--- config.mk ---
export PLATFORM = sky130hd
export DESIGN_NAME = mem_port_arbiter_flat
export DESIGN_NICKNAME = d
export VERILOG_FILES = /design/src/rtl/arvi_arb_pkg.sv /design/src/rtl/mem_port_arbiter_if.sv /design/src/rtl/mem_arb_watchdog.sv /design/src/rtl/mem_port_arbiter.sv /design/src/flat_wrapper.sv
export SDC_FILE = /design/constraint.sdc
export NUM_CORES = 1
export LEC_CHECK = 0
export BUFFER_PORTS_ARGS = -buffer_cell sky130_fd_sc_hd__buf_2
export CORE_AREA = 3 3 116 118
export CTS_CLUSTER_SIZE = 28
export DETAILED_ROUTE_END_ITERATION = 12
export DIE_AREA = 0 0 119 121
export GPL_TIMING_DRIVEN = 0
export PLACE_DENSITY_LB_ADDON = 0.05
export RECOVER_POWER = 50
export SLEW_MARGIN = 5
export SYNTH_ARGS = -nofsm -noshare
export SYNTH_HDL_FRONTEND = slang
export SYNTH_HIERARCHICAL = 1
export SYNTH_SLANG_ARGS = --single-unit
--- constraint.sdc ---
create_clock -name i_clk -period 4.6 [get_ports i_clk]
set_input_delay 0.46 -clock i_clk [delete_from_list [all_inputs] [get_ports i_clk]]
set_output_delay 0.46 -clock i_clk [all_outputs]
set_load 0.02 [all_outputs]
--- src/rtl/arvi_arb_pkg.sv ---
// Shared types for the memory-port arbiter: FSM state, grant owner, and the I-cache byte enable.
// `XLEN defaults to 32 when the build does not supply it.
`ifndef XLEN
`define XLEN 32
`endif

package arvi_arb_pkg;

  typedef enum logic [1:0] {
    IDLE   = 2'd0,
    GNT_IC = 2'd1,
    GNT_DM = 2'd2
  } arb_state_e;

  typedef enum logic {
    OWNER_IC = 1'b0,
    OWNER_DM = 1'b1
  } arb_owner_e;

  // Refills always fetch a full word.
  localparam logic [3:0] IC_BE = 4'hF;

  // Round-robin choice; only meaningful when at least one side is eligible.
  function automatic arb_owner_e pick_owner(input logic ic_elig, input logic dm_elig,
                                            input arb_owner_e last);
    arb_owner_e owner;
    if (ic_elig && dm_elig) begin
      if (last == OWNER_IC) owner = OWNER_DM;
      else                  owner = OWNER_IC;
    end else if (dm_elig) begin
      owner = OWNER_DM;
    end else begin
      owner = OWNER_IC;
    end
    return owner;
  endfunction

endpackage

--- src/rtl/mem_port_arbiter_if.sv ---
// Handshake bundle between the I-cache, the data side, the shared memory and the arbiter.
// slave is the arbiter's view; master is the requester/memory environment's view.
`ifndef XLEN
`define XLEN 32
`endif

interface mem_port_arbiter_if;
  logic               i_ic_req;
  logic [`XLEN-1:0]   i_ic_addr;
  logic [`XLEN-1:0]   o_ic_data;
  logic               o_ic_ready;

  logic               i_dm_rd;
  logic               i_dm_wr;
  logic [`XLEN-1:0]   i_dm_addr;
  logic [`XLEN-1:0]   i_dm_wdata;
  logic [3:0]         i_dm_be;
  logic [`XLEN-1:0]   o_dm_rdata;
  logic               o_dm_ready;

  logic               o_mem_req;
  logic               o_mem_we;
  logic [`XLEN-1:0]   o_mem_addr;
  logic [`XLEN-1:0]   o_mem_wdata;
  logic [3:0]         o_mem_be;
  logic [`XLEN-1:0]   i_mem_rdata;
  logic               i_mem_ready;

  logic               o_bus_err;

  modport slave (
    input  i_ic_req, i_ic_addr,
    output o_ic_data, o_ic_ready,
    input  i_dm_rd, i_dm_wr, i_dm_addr, i_dm_wdata, i_dm_be,
    output o_dm_rdata, o_dm_ready,
    output o_mem_req, o_mem_we, o_mem_addr, o_mem_wdata, o_mem_be,
    input  i_mem_rdata, i_mem_ready,
    output o_bus_err
  );

  modport master (
    output i_ic_req, i_ic_addr,
    input  o_ic_data, o_ic_ready,
    output i_dm_rd, i_dm_wr, i_dm_addr, i_dm_wdata, i_dm_be,
    input  o_dm_rdata, o_dm_ready,
    input  o_mem_req, o_mem_we, o_mem_addr, o_mem_wdata, o_mem_be,
    output i_mem_rdata, i_mem_ready,
    input  o_bus_err
  );
endinterface

--- src/rtl/mem_arb_watchdog.sv ---
// Memory-ready watchdog: counts grant cycles without i_mem_ready and flags the limit.
// Compiled only when ARVI_ARB_WATCHDOG_EN is defined.
`ifdef ARVI_ARB_WATCHDOG_EN

module mem_arb_watchdog #(
  parameter int TIMEOUT_CYCLES = 255
) (
  input  logic i_clk,
  input  logic i_rst,
  input  logic i_start,
  input  logic i_active,
  input  logic i_mem_ready,
  output logic o_timeout
);
  localparam int CNT_W = (TIMEOUT_CYCLES < 2) ? 1 : $clog2(TIMEOUT_CYCLES + 1);
  localparam logic [CNT_W-1:0] LAST_CNT = CNT_W'(TIMEOUT_CYCLES - 1);

  logic [CNT_W-1:0] cnt_q, cnt_d;

  always_comb begin
    cnt_d = cnt_q;
    if (i_start) begin
      cnt_d = '0;
    end else if (i_active && !i_mem_ready) begin
      cnt_d = cnt_q + 1'b1;
    end
  end

  always_ff @(posedge i_clk or posedge i_rst) begin
    if (i_rst) cnt_q <= '0;
    else       cnt_q <= cnt_d;
  end

  // Fires in the cycle that would bring the count to TIMEOUT_CYCLES.
  assign o_timeout = i_active && !i_mem_ready && (cnt_q == LAST_CNT);

endmodule

`endif

--- src/rtl/mem_port_arbiter.sv ---
// Round-robin arbiter sharing one registered memory port between I-cache refills and data accesses.
// Defining ARVI_ARB_WATCHDOG_EN adds a memory-ready watchdog that aborts stalled grants.
`ifndef XLEN
`define XLEN 32
`endif

module mem_port_arbiter
  import arvi_arb_pkg::*;
#(
  parameter int TIMEOUT_CYCLES = 255
) (
  input  logic              i_clk,
  input  logic              i_rst,
  mem_port_arbiter_if.slave bus
);

  arb_state_e       state_q, state_d;
  arb_owner_e       last_q, last_d;
  logic [`XLEN-1:0] mem_addr_q, mem_addr_d;
  logic [`XLEN-1:0] mem_wdata_q, mem_wdata_d;
  logic [3:0]       mem_be_q, mem_be_d;
  logic             mem_we_q, mem_we_d;
  logic [`XLEN-1:0] ic_data_q, ic_data_d;
  logic [`XLEN-1:0] dm_rdata_q, dm_rdata_d;
  logic             ic_ready_q, ic_ready_d;
  logic             dm_ready_q, dm_ready_d;

  logic ic_elig, dm_elig, granted, grant_entry, done, timeout;

  // A side whose ready pulse is out this cycle sits out one arbitration round.
  assign ic_elig     = bus.i_ic_req && !ic_ready_q;
  assign dm_elig     = (bus.i_dm_rd || bus.i_dm_wr) && !dm_ready_q;
  assign granted     = (state_q != IDLE);
  assign grant_entry = (state_q == IDLE) && (state_d != IDLE);
  assign done        = granted && (bus.i_mem_ready || timeout);

`ifdef ARVI_ARB_WATCHDOG_EN
  logic bus_err_q, bus_err_d;

  mem_arb_watchdog #(
    .TIMEOUT_CYCLES(TIMEOUT_CYCLES)
  ) u_watchdog (
    .i_clk       (i_clk),
    .i_rst       (i_rst),
    .i_start     (grant_entry),
    .i_active    (granted),
    .i_mem_ready (bus.i_mem_ready),
    .o_timeout   (timeout)
  );

  assign bus_err_d = granted && timeout;

  always_ff @(posedge i_clk or posedge i_rst) begin
    if (i_rst) bus_err_q <= 1'b0;
    else       bus_err_q <= bus_err_d;
  end

  assign bus.o_bus_err = bus_err_q;
`else
  logic unused_timeout_cfg;
  assign unused_timeout_cfg = ^TIMEOUT_CYCLES;
  assign timeout            = 1'b0;
  assign bus.o_bus_err      = 1'b0;
`endif

  always_ff @(posedge i_clk or posedge i_rst) begin
    if (i_rst) begin
      state_q <= IDLE;
      last_q  <= OWNER_IC;
    end else begin
      state_q <= state_d;
      last_q  <= last_d;
    end
  end

  always_comb begin
    state_d = state_q;
    last_d  = last_q;
    unique case (state_q)
      IDLE: begin
        if (ic_elig || dm_elig) begin
          if (pick_owner(ic_elig, dm_elig, last_q) == OWNER_DM) begin
            state_d = GNT_DM;
            last_d  = OWNER_DM;
          end else begin
            state_d = GNT_IC;
            last_d  = OWNER_IC;
          end
        end
      end
      GNT_IC, GNT_DM: begin
        if (done) state_d = IDLE;
      end
      default: state_d = IDLE;
    endcase
  end

  always_comb begin
    mem_addr_d  = mem_addr_q;
    mem_wdata_d = mem_wdata_q;
    mem_be_d    = mem_be_q;
    mem_we_d    = mem_we_q;
    ic_data_d   = ic_data_q;
    dm_rdata_d  = dm_rdata_q;
    ic_ready_d  = 1'b0;
    dm_ready_d  = 1'b0;

    if (grant_entry) begin
      if (state_d == GNT_DM) begin
        mem_addr_d  = bus.i_dm_addr;
        mem_wdata_d = bus.i_dm_wdata;
        mem_be_d    = bus.i_dm_be;
        mem_we_d    = bus.i_dm_wr;
      end else begin
        mem_addr_d  = bus.i_ic_addr;
        mem_wdata_d = '0;
        mem_be_d    = IC_BE;
        mem_we_d    = 1'b0;
      end
    end

    // A watchdog abort completes the grant but leaves read data untouched.
    if (done) begin
      if (state_q == GNT_IC) begin
        ic_ready_d = 1'b1;
        if (bus.i_mem_ready) ic_data_d = bus.i_mem_rdata;
      end else begin
        dm_ready_d = 1'b1;
        if (bus.i_mem_ready && !mem_we_q) dm_rdata_d = bus.i_mem_rdata;
      end
    end
  end

  always_ff @(posedge i_clk or posedge i_rst) begin
    if (i_rst) begin
      mem_addr_q  <= '0;
      mem_wdata_q <= '0;
      mem_be_q    <= '0;
      mem_we_q    <= 1'b0;
      ic_data_q   <= '0;
      dm_rdata_q  <= '0;
      ic_ready_q  <= 1'b0;
      dm_ready_q  <= 1'b0;
    end else begin
      mem_addr_q  <= mem_addr_d;
      mem_wdata_q <= mem_wdata_d;
      mem_be_q    <= mem_be_d;
      mem_we_q    <= mem_we_d;
      ic_data_q   <= ic_data_d;
      dm_rdata_q  <= dm_rdata_d;
      ic_ready_q  <= ic_ready_d;
      dm_ready_q  <= dm_ready_d;
    end
  end

  // o_mem_req follows the state so reset drops it without waiting for a clock.
  assign bus.o_mem_req   = granted;
  assign bus.o_mem_we    = mem_we_q && granted;
  assign bus.o_mem_addr  = mem_addr_q;
  assign bus.o_mem_wdata = mem_wdata_q;
  assign bus.o_mem_be    = mem_be_q;
  assign bus.o_ic_data   = ic_data_q;
  assign bus.o_ic_ready  = ic_ready_q;
  assign bus.o_dm_rdata  = dm_rdata_q;
  assign bus.o_dm_ready  = dm_ready_q;

endmodule
--- src/flat_wrapper.sv ---
// flat-port wrapper written by rule: the top's interface ports become plain ports
module mem_port_arbiter_flat import arvi_arb_pkg::*;
#(
  parameter int TIMEOUT_CYCLES = 255
)
  (i_clk, i_rst, bus_i_ic_req, bus_i_ic_addr, bus_o_ic_data, bus_o_ic_ready, bus_i_dm_rd, bus_i_dm_wr, bus_i_dm_addr, bus_i_dm_wdata, bus_i_dm_be, bus_o_dm_rdata, bus_o_dm_ready, bus_o_mem_req, bus_o_mem_we, bus_o_mem_addr, bus_o_mem_wdata, bus_o_mem_be, bus_i_mem_rdata, bus_i_mem_ready, bus_o_bus_err);
  mem_port_arbiter_if bus_i ();
  input  logic i_clk;
  input  logic i_rst;
  input wire logic [$bits(bus_i.i_ic_req)-1:0] bus_i_ic_req;
  input wire logic [$bits(bus_i.i_ic_addr)-1:0] bus_i_ic_addr;
  output wire logic [$bits(bus_i.o_ic_data)-1:0] bus_o_ic_data;
  output wire logic [$bits(bus_i.o_ic_ready)-1:0] bus_o_ic_ready;
  input wire logic [$bits(bus_i.i_dm_rd)-1:0] bus_i_dm_rd;
  input wire logic [$bits(bus_i.i_dm_wr)-1:0] bus_i_dm_wr;
  input wire logic [$bits(bus_i.i_dm_addr)-1:0] bus_i_dm_addr;
  input wire logic [$bits(bus_i.i_dm_wdata)-1:0] bus_i_dm_wdata;
  input wire logic [$bits(bus_i.i_dm_be)-1:0] bus_i_dm_be;
  output wire logic [$bits(bus_i.o_dm_rdata)-1:0] bus_o_dm_rdata;
  output wire logic [$bits(bus_i.o_dm_ready)-1:0] bus_o_dm_ready;
  output wire logic [$bits(bus_i.o_mem_req)-1:0] bus_o_mem_req;
  output wire logic [$bits(bus_i.o_mem_we)-1:0] bus_o_mem_we;
  output wire logic [$bits(bus_i.o_mem_addr)-1:0] bus_o_mem_addr;
  output wire logic [$bits(bus_i.o_mem_wdata)-1:0] bus_o_mem_wdata;
  output wire logic [$bits(bus_i.o_mem_be)-1:0] bus_o_mem_be;
  input wire logic [$bits(bus_i.i_mem_rdata)-1:0] bus_i_mem_rdata;
  input wire logic [$bits(bus_i.i_mem_ready)-1:0] bus_i_mem_ready;
  output wire logic [$bits(bus_i.o_bus_err)-1:0] bus_o_bus_err;
  assign bus_i.i_ic_req = bus_i_ic_req;
  assign bus_i.i_ic_addr = bus_i_ic_addr;
  assign bus_o_ic_data = bus_i.o_ic_data;
  assign bus_o_ic_ready = bus_i.o_ic_ready;
  assign bus_i.i_dm_rd = bus_i_dm_rd;
  assign bus_i.i_dm_wr = bus_i_dm_wr;
  assign bus_i.i_dm_addr = bus_i_dm_addr;
  assign bus_i.i_dm_wdata = bus_i_dm_wdata;
  assign bus_i.i_dm_be = bus_i_dm_be;
  assign bus_o_dm_rdata = bus_i.o_dm_rdata;
  assign bus_o_dm_ready = bus_i.o_dm_ready;
  assign bus_o_mem_req = bus_i.o_mem_req;
  assign bus_o_mem_we = bus_i.o_mem_we;
  assign bus_o_mem_addr = bus_i.o_mem_addr;
  assign bus_o_mem_wdata = bus_i.o_mem_wdata;
  assign bus_o_mem_be = bus_i.o_mem_be;
  assign bus_i.i_mem_rdata = bus_i_mem_rdata;
  assign bus_i.i_mem_ready = bus_i_mem_ready;
  assign bus_o_bus_err = bus_i.o_bus_err;
  mem_port_arbiter #(.TIMEOUT_CYCLES(TIMEOUT_CYCLES)) u_core (.i_clk(i_clk), .i_rst(i_rst), .bus(bus_i));
endmodule
; Word-level counts from Yosys, hierarchy flattened
; Index checks and enable logic that the tools add are counted.
[totals]
regBits = 138
input_bits = 138
out_inout_bits = 137
word_cells = 51
[classes]
eq_ne = 3
n_mux = 18
bitwise_logic = 1
reduce_logical = 19
[ops]
columns = operator, count
row1 = $mux W32, 2
row2 = $mux W1, 11
row3 = $logic_and A1 B1 Y1, 7
row4 = $mux W2, 3
row5 = $reduce_and A3 Y1, 2
row6 = $eq A2 B2 Y1 const B, 2
row7 = $mux W4, 1
row8 = $pmux W2 S2, 1
row9 = $reduce_bool A2 Y1, 2
row10 = $logic_not A1 Y1, 3
row11 = $eq A2 B1 Y1 const B, 1
row12 = $logic_not A2 Y1, 1
row13 = $logic_or A1 B1 Y1, 2
row14 = $reduce_and A2 Y1, 1
row15 = $reduce_or A2 Y1, 1
row16 = $not A1 Y1, 1

; Depth between registers and ports, before layout
[depth]
ltp_word = 11
ltp_mapped = 9
ltp_nobuf = 6

; Worst setup path after synthesis
; OpenSTA, ideal clock, no wires.
[synth_path]
kind = register to register
startpoint = register u_core.state_q[0]
endpoint = register u_core.mem_addr_q[10] (netlist: u_core/bus.o_mem_addr[10])
setup_ps = 123
t_arrival_ps = 2199
t_required_ps = 4477
path_slack_ps = 2278
path_stages_with_launch = 10
path_cell_list = dfrtp_1 inv_1 ha_1 or3b_4 a22o_1 buf_6 o31a_1 buf_6 buf_6 o221a_1
[synth_between]
elab_chain_cells = 6
elab_cells_between_ends = 13
classes_between = 3 x eq/ne / 4 x mux / 6 x reduce/logical
[synth_rtl]
columns = element, line_no
row1 = start: declaration, mem_port_arbiter.sv:17  ; arb_state_e state_q, state_d;
row2 = start signal: assignment, mem_port_arbiter.sv:71  ; state_q <= state_d;
row3 = $reduce_bool A2 Y1, mem_port_arbiter.sv:33  ; assign granted = (state_q != IDLE);
row4 = $logic_and A1 B1 Y1, mem_port_arbiter.sv:35  ; assign done = granted && (bus.i_mem_ready || timeout);
row5 = $mux W2, mem_port_arbiter.sv:92  ; if (done) state_d = IDLE;
row6 = $pmux W2 S2, mem_port_arbiter.sv:79  ; unique case (state_q)
row7 = $eq A2 B2 Y1 or $reduce_bool A2 Y1 (tied branches), "mem_port_arbiter.sv:109, mem_port_arbiter.sv:34"
row8 = $mux W32 or $logic_and A1 B1 Y1 (tied branches), "mem_port_arbiter.sv:109, mem_port_arbiter.sv:34"
row9 = end signal: assignment, mem_port_arbiter.sv:145  ; mem_addr_q <= mem_addr_d;
row10 = end: declaration, mem_port_arbiter.sv:19  ; logic [`XLEN-1:0] mem_addr_q, mem_addr_d;
; Parallel ways exist; a longest one is shown, timed or not.
; A chain may end at the register's enable or synchronous reset.

; Worst setup path in the final report
[layout_path]
startpoint = register u_core.state_q[0]
endpoint = register u_core.mem_addr_q[25] (netlist: u_core/bus.o_mem_addr[25])
; The elaborated chain is that of the path after synthesis.

==> flow_summary.ini <==
[floorplan]
core_area_um2 = 12600
chipWidth_um = 119
core.rowCount = 41
die_h_um = 121
die_area_um2 = 14400
start_util_pct = 45.4
ios = 275

[sta]
fin_crit_sh_pct = 57.6
slew_viol_final = 56
setup_viol = 0
hold_viol_final = 0
max_slew.worst_pin.slew_ns = 2.45
fmax_mhz = 377
finalSetupTns_ns = 0
hold_ws_ns = 0.292
finClkSkew_ns = 0.00938
max_slew_margin_pct = -64.2
rsz0062_at_grt = no
fin_crit_ns = 2.65

[clock_tree]
cts_resized = 0
cts_tree = yes
cts_setup_buffers = 0
cts_root_buf = clkbuf_16
clk_path_buf_depth = 2
clkTransAtPathRegs_ns = 0.06
htreeDepth = 4
cts_made_buffers = 17
ctsHoldBuffers = 0
insertion_delay_ns = 0.41
clock-sinks = 138

[routing]
drc = 0
dr.first_iter.drc_count = 315
drtAntennaViolNets = 0
vias_per_cell = 5.30
drt-pass1-iter-count = 5
wire_per_inst_um = 18.0
wl_mm = 16.1
vias = 4737

[final_layout]
antenna_cells = 0
fillCellCount = 1064
area_growth_pct = 37.2
drive_gt1_share_pct = 45.1
nNetsFinal = 849
stdcell_count = 893

[synthesis]
yosysSeqAreaShare_pct = 60.5
synthTopCellsByCount = dfrtp_1 (138), mux2_2 (64), nor2_1 (36)
netlist_instances = 415
syn_nets = 556
synth_mux_area_share_pct = 12.6
yosysTopAreaCellShare_pct = 60.5
yosysMostFrequentCell = dfrtp_1
synth_xor_xnor_area_share_pct = 0
netlist_area_um2 = 5700
post_synth_and_or_nand_nor_area_fraction_pct = 7.19
async_flop_share_pct = 100
yosys-top-cells-area = dfrtp_1 (61%), mux2_2 (13%), a32o_1 (6.0%)
synth.distinct_cells = 34
synthAdderAreaFrac_pct = 0.658
synth_flop_cell = dfrtp_1
yosys.area.top_type = dfrtp_1
synth_compound_area_share_pct = 15.1
yosys_warnings = 6
synth_seq_cells = 138
synth_top_family_by_area = compound AO/OA/AOI/OAI gates
synth_edf_count = 0
avgSynthCellArea_um2 = 13.7

[placed_design]
io_buffers = 273
dp.cells = 861
detailed_place_hpwl_mm = 11.9
gp_congestion = 0.820

[global_routing]
grt_first_pass_wirelength_mm = 24.7
track_usage_pct = 22.0
gr-usage-met1_pct = 24.3
gr-usage-met3_pct = 7.79
grt_max_degree = 84
antenna_found_initial = 1
overflow = 0
grt_pass1_vias = 4887
use_met2_pct = 38.8
busiest_layer = met2

[power_and_ir_drop]
max-vdd-ir-drop_mv = 0.471
powerDensity_nw_per_um2 = 850
p_leak_uw = 0.00361
power_uw = 6650

[worst_setup_path]
cp.required_ns = 4.89
critPathMaxFanout = 10
cp.arrival_ns = 2.94
slowest_delay_ns = 0.44
reg2reg_depth = 9
worstSetupEndpointType = register
crit_path_cell_trace = inv_1, ha_1, clkbuf_1, inv_1, a221o_1, clkbuf_1, a21o_1, clkbuf_1, o221a_2
worstReg2RegStart = u_core/state_q[0]$_DFF_PP0_
cp_slowest_cell = dfrtp_1
crit_start = u_core/state_q[0]$_DFF_PP0_
criticalPathCategory = reg2reg
crit_top_cell = clkbuf_1
cp-start-kind = register

[run_status]
violations = max-capacitance violations, max-slew violations
status = complete, but fails checks

[hold_path]
min_path_cells = 2
hp-start = bus_i_dm_wdata[23]
hold_class = in2reg

[job]
max-cap-violations = 1
-- cell families (layout without fill, tap and decap cells) --
kind of cell | after synthesis | in the layout
AO/OA/AOI/OAI | 84 | 84
adder cells (fa/ha/maj) | 3 | 3
AND/OR/NAND/NOR | 80 | 80
multiplexers | 64 | 64
other | 1 | 1
buffers and inverters | 45 | 351
flip-flops | 138 | 138
-- path summary, 6_finish.rpt --
path                                                     endpoint  slack, ns
max                         u_core/bus.o_mem_addr[25]$_DFFE_PP0P_       1.95
min                        u_core/bus.o_mem_wdata[23]$_DFFE_PP0P_       0.29
max reg2reg                 u_core/bus.o_mem_addr[25]$_DFFE_PP0P_       1.95
min reg2reg                u_core/bus.o_mem_wdata[24]$_DFFE_PP0P_       0.49
max in group asynchronous   u_core/bus.o_mem_addr[23]$_DFFE_PP0P_       2.68
min in group asynchronous   u_core/bus.o_dm_rdata[18]$_DFFE_PP0P_       0.71
-- stage by stage --
stage | util (%) | cell area, um^2 | worst slack (ns)
floorplan | - | 5700 | 0.444
global placement | 58.0 | 7290 | -1.04
detailed placement | 58.2 | 7320 | 2.10
CTS | 63.0 | 7920 | 2.09
global route | 62.3 | 7830 | 1.80
finish | 62.3 | 7830 | 1.95
-- cells in the final DEF, fill, tap and decap left out, types with 2 or more instances in the layout --
cell type / Yosys / routed
nand4_1: 32 / 32
inv_1: 6 / 5
o221a_1: 26 / 26
nand3_1: 2 / 2
a22o_1: 2 / 2
a32oi_1: 2 / 2
mux2_2: 64 / 64
o221a_2: 6 / 6
clkbuf_16: 0 / 17
a21oi_1: 3 / 3
buf_1: 2 / 2
clkbuf_1: 24 / 92
dfrtp_1: 138 / 138
nor2b_1: 2 / 2
clkinv_2: 0 / 4
buf_6: 5 / 5
bufinv_16: 0 / 2
ha_1: 3 / 3
buf_2: 7 / 213
nor2_1: 36 / 36
nand2b_1: 3 / 3
o32a_1: 4 / 4
clkbuf_8: 0 / 4
a32o_1: 34 / 34
clkinv_4: 0 / 2
-- worst max-delay path, delay by kind of cell, from the launching register on --
family / cells / cell delay [ns]
buf+inv: 5 / 1.04
compound gates: 3 / 0.91
flops: 1 / 0.44
fa+ha+maj: 1 / 0.15
-- per-layer routing --
layer,wire length [um],up-vias,part of all wire [%]
met5,13,-,0.081
met4,267,2,1.7
met3,1370,22,8.5
met2,8370,200,52
met1,6060,2318,38
li1,-,2195,-
-- sequential cells by signal, summed over array words and instances (netlist names) --
register and flops:
u_core/bus.o_ic_ready 1, u_core/last_q 1, u_core/bus.o_mem_be 4, u_core/bus.o_ic_data 32
u_core/state_q 2, u_core/mem_we_q 1, u_core/bus.o_mem_wdata 32, u_core/bus.o_mem_addr 32
u_core/bus.o_dm_ready 1, u_core/bus.o_dm_rdata 32
-- layout make-up --
class	instances	area, um^2	share of cell area (%)
Buffer	39	195	2.49
Clock buffer	22	484	6.19
Clock inverter	10	114	1.45
Inverter	6	23.8	0.304
Multi-Input combinational cell	232	2030	26.0
Sequential cell	138	3450	44.1
Tap cell	172	215	2.75
Timing Repair Buffer	274	1310	16.7
-- where the power goes --
group / internal (uW) / switching (uW)
Combinational: 1250 / 1960
Clock: 855 / 492
Sequential: 1810 / 295
(Power assumes the default switching activity.)
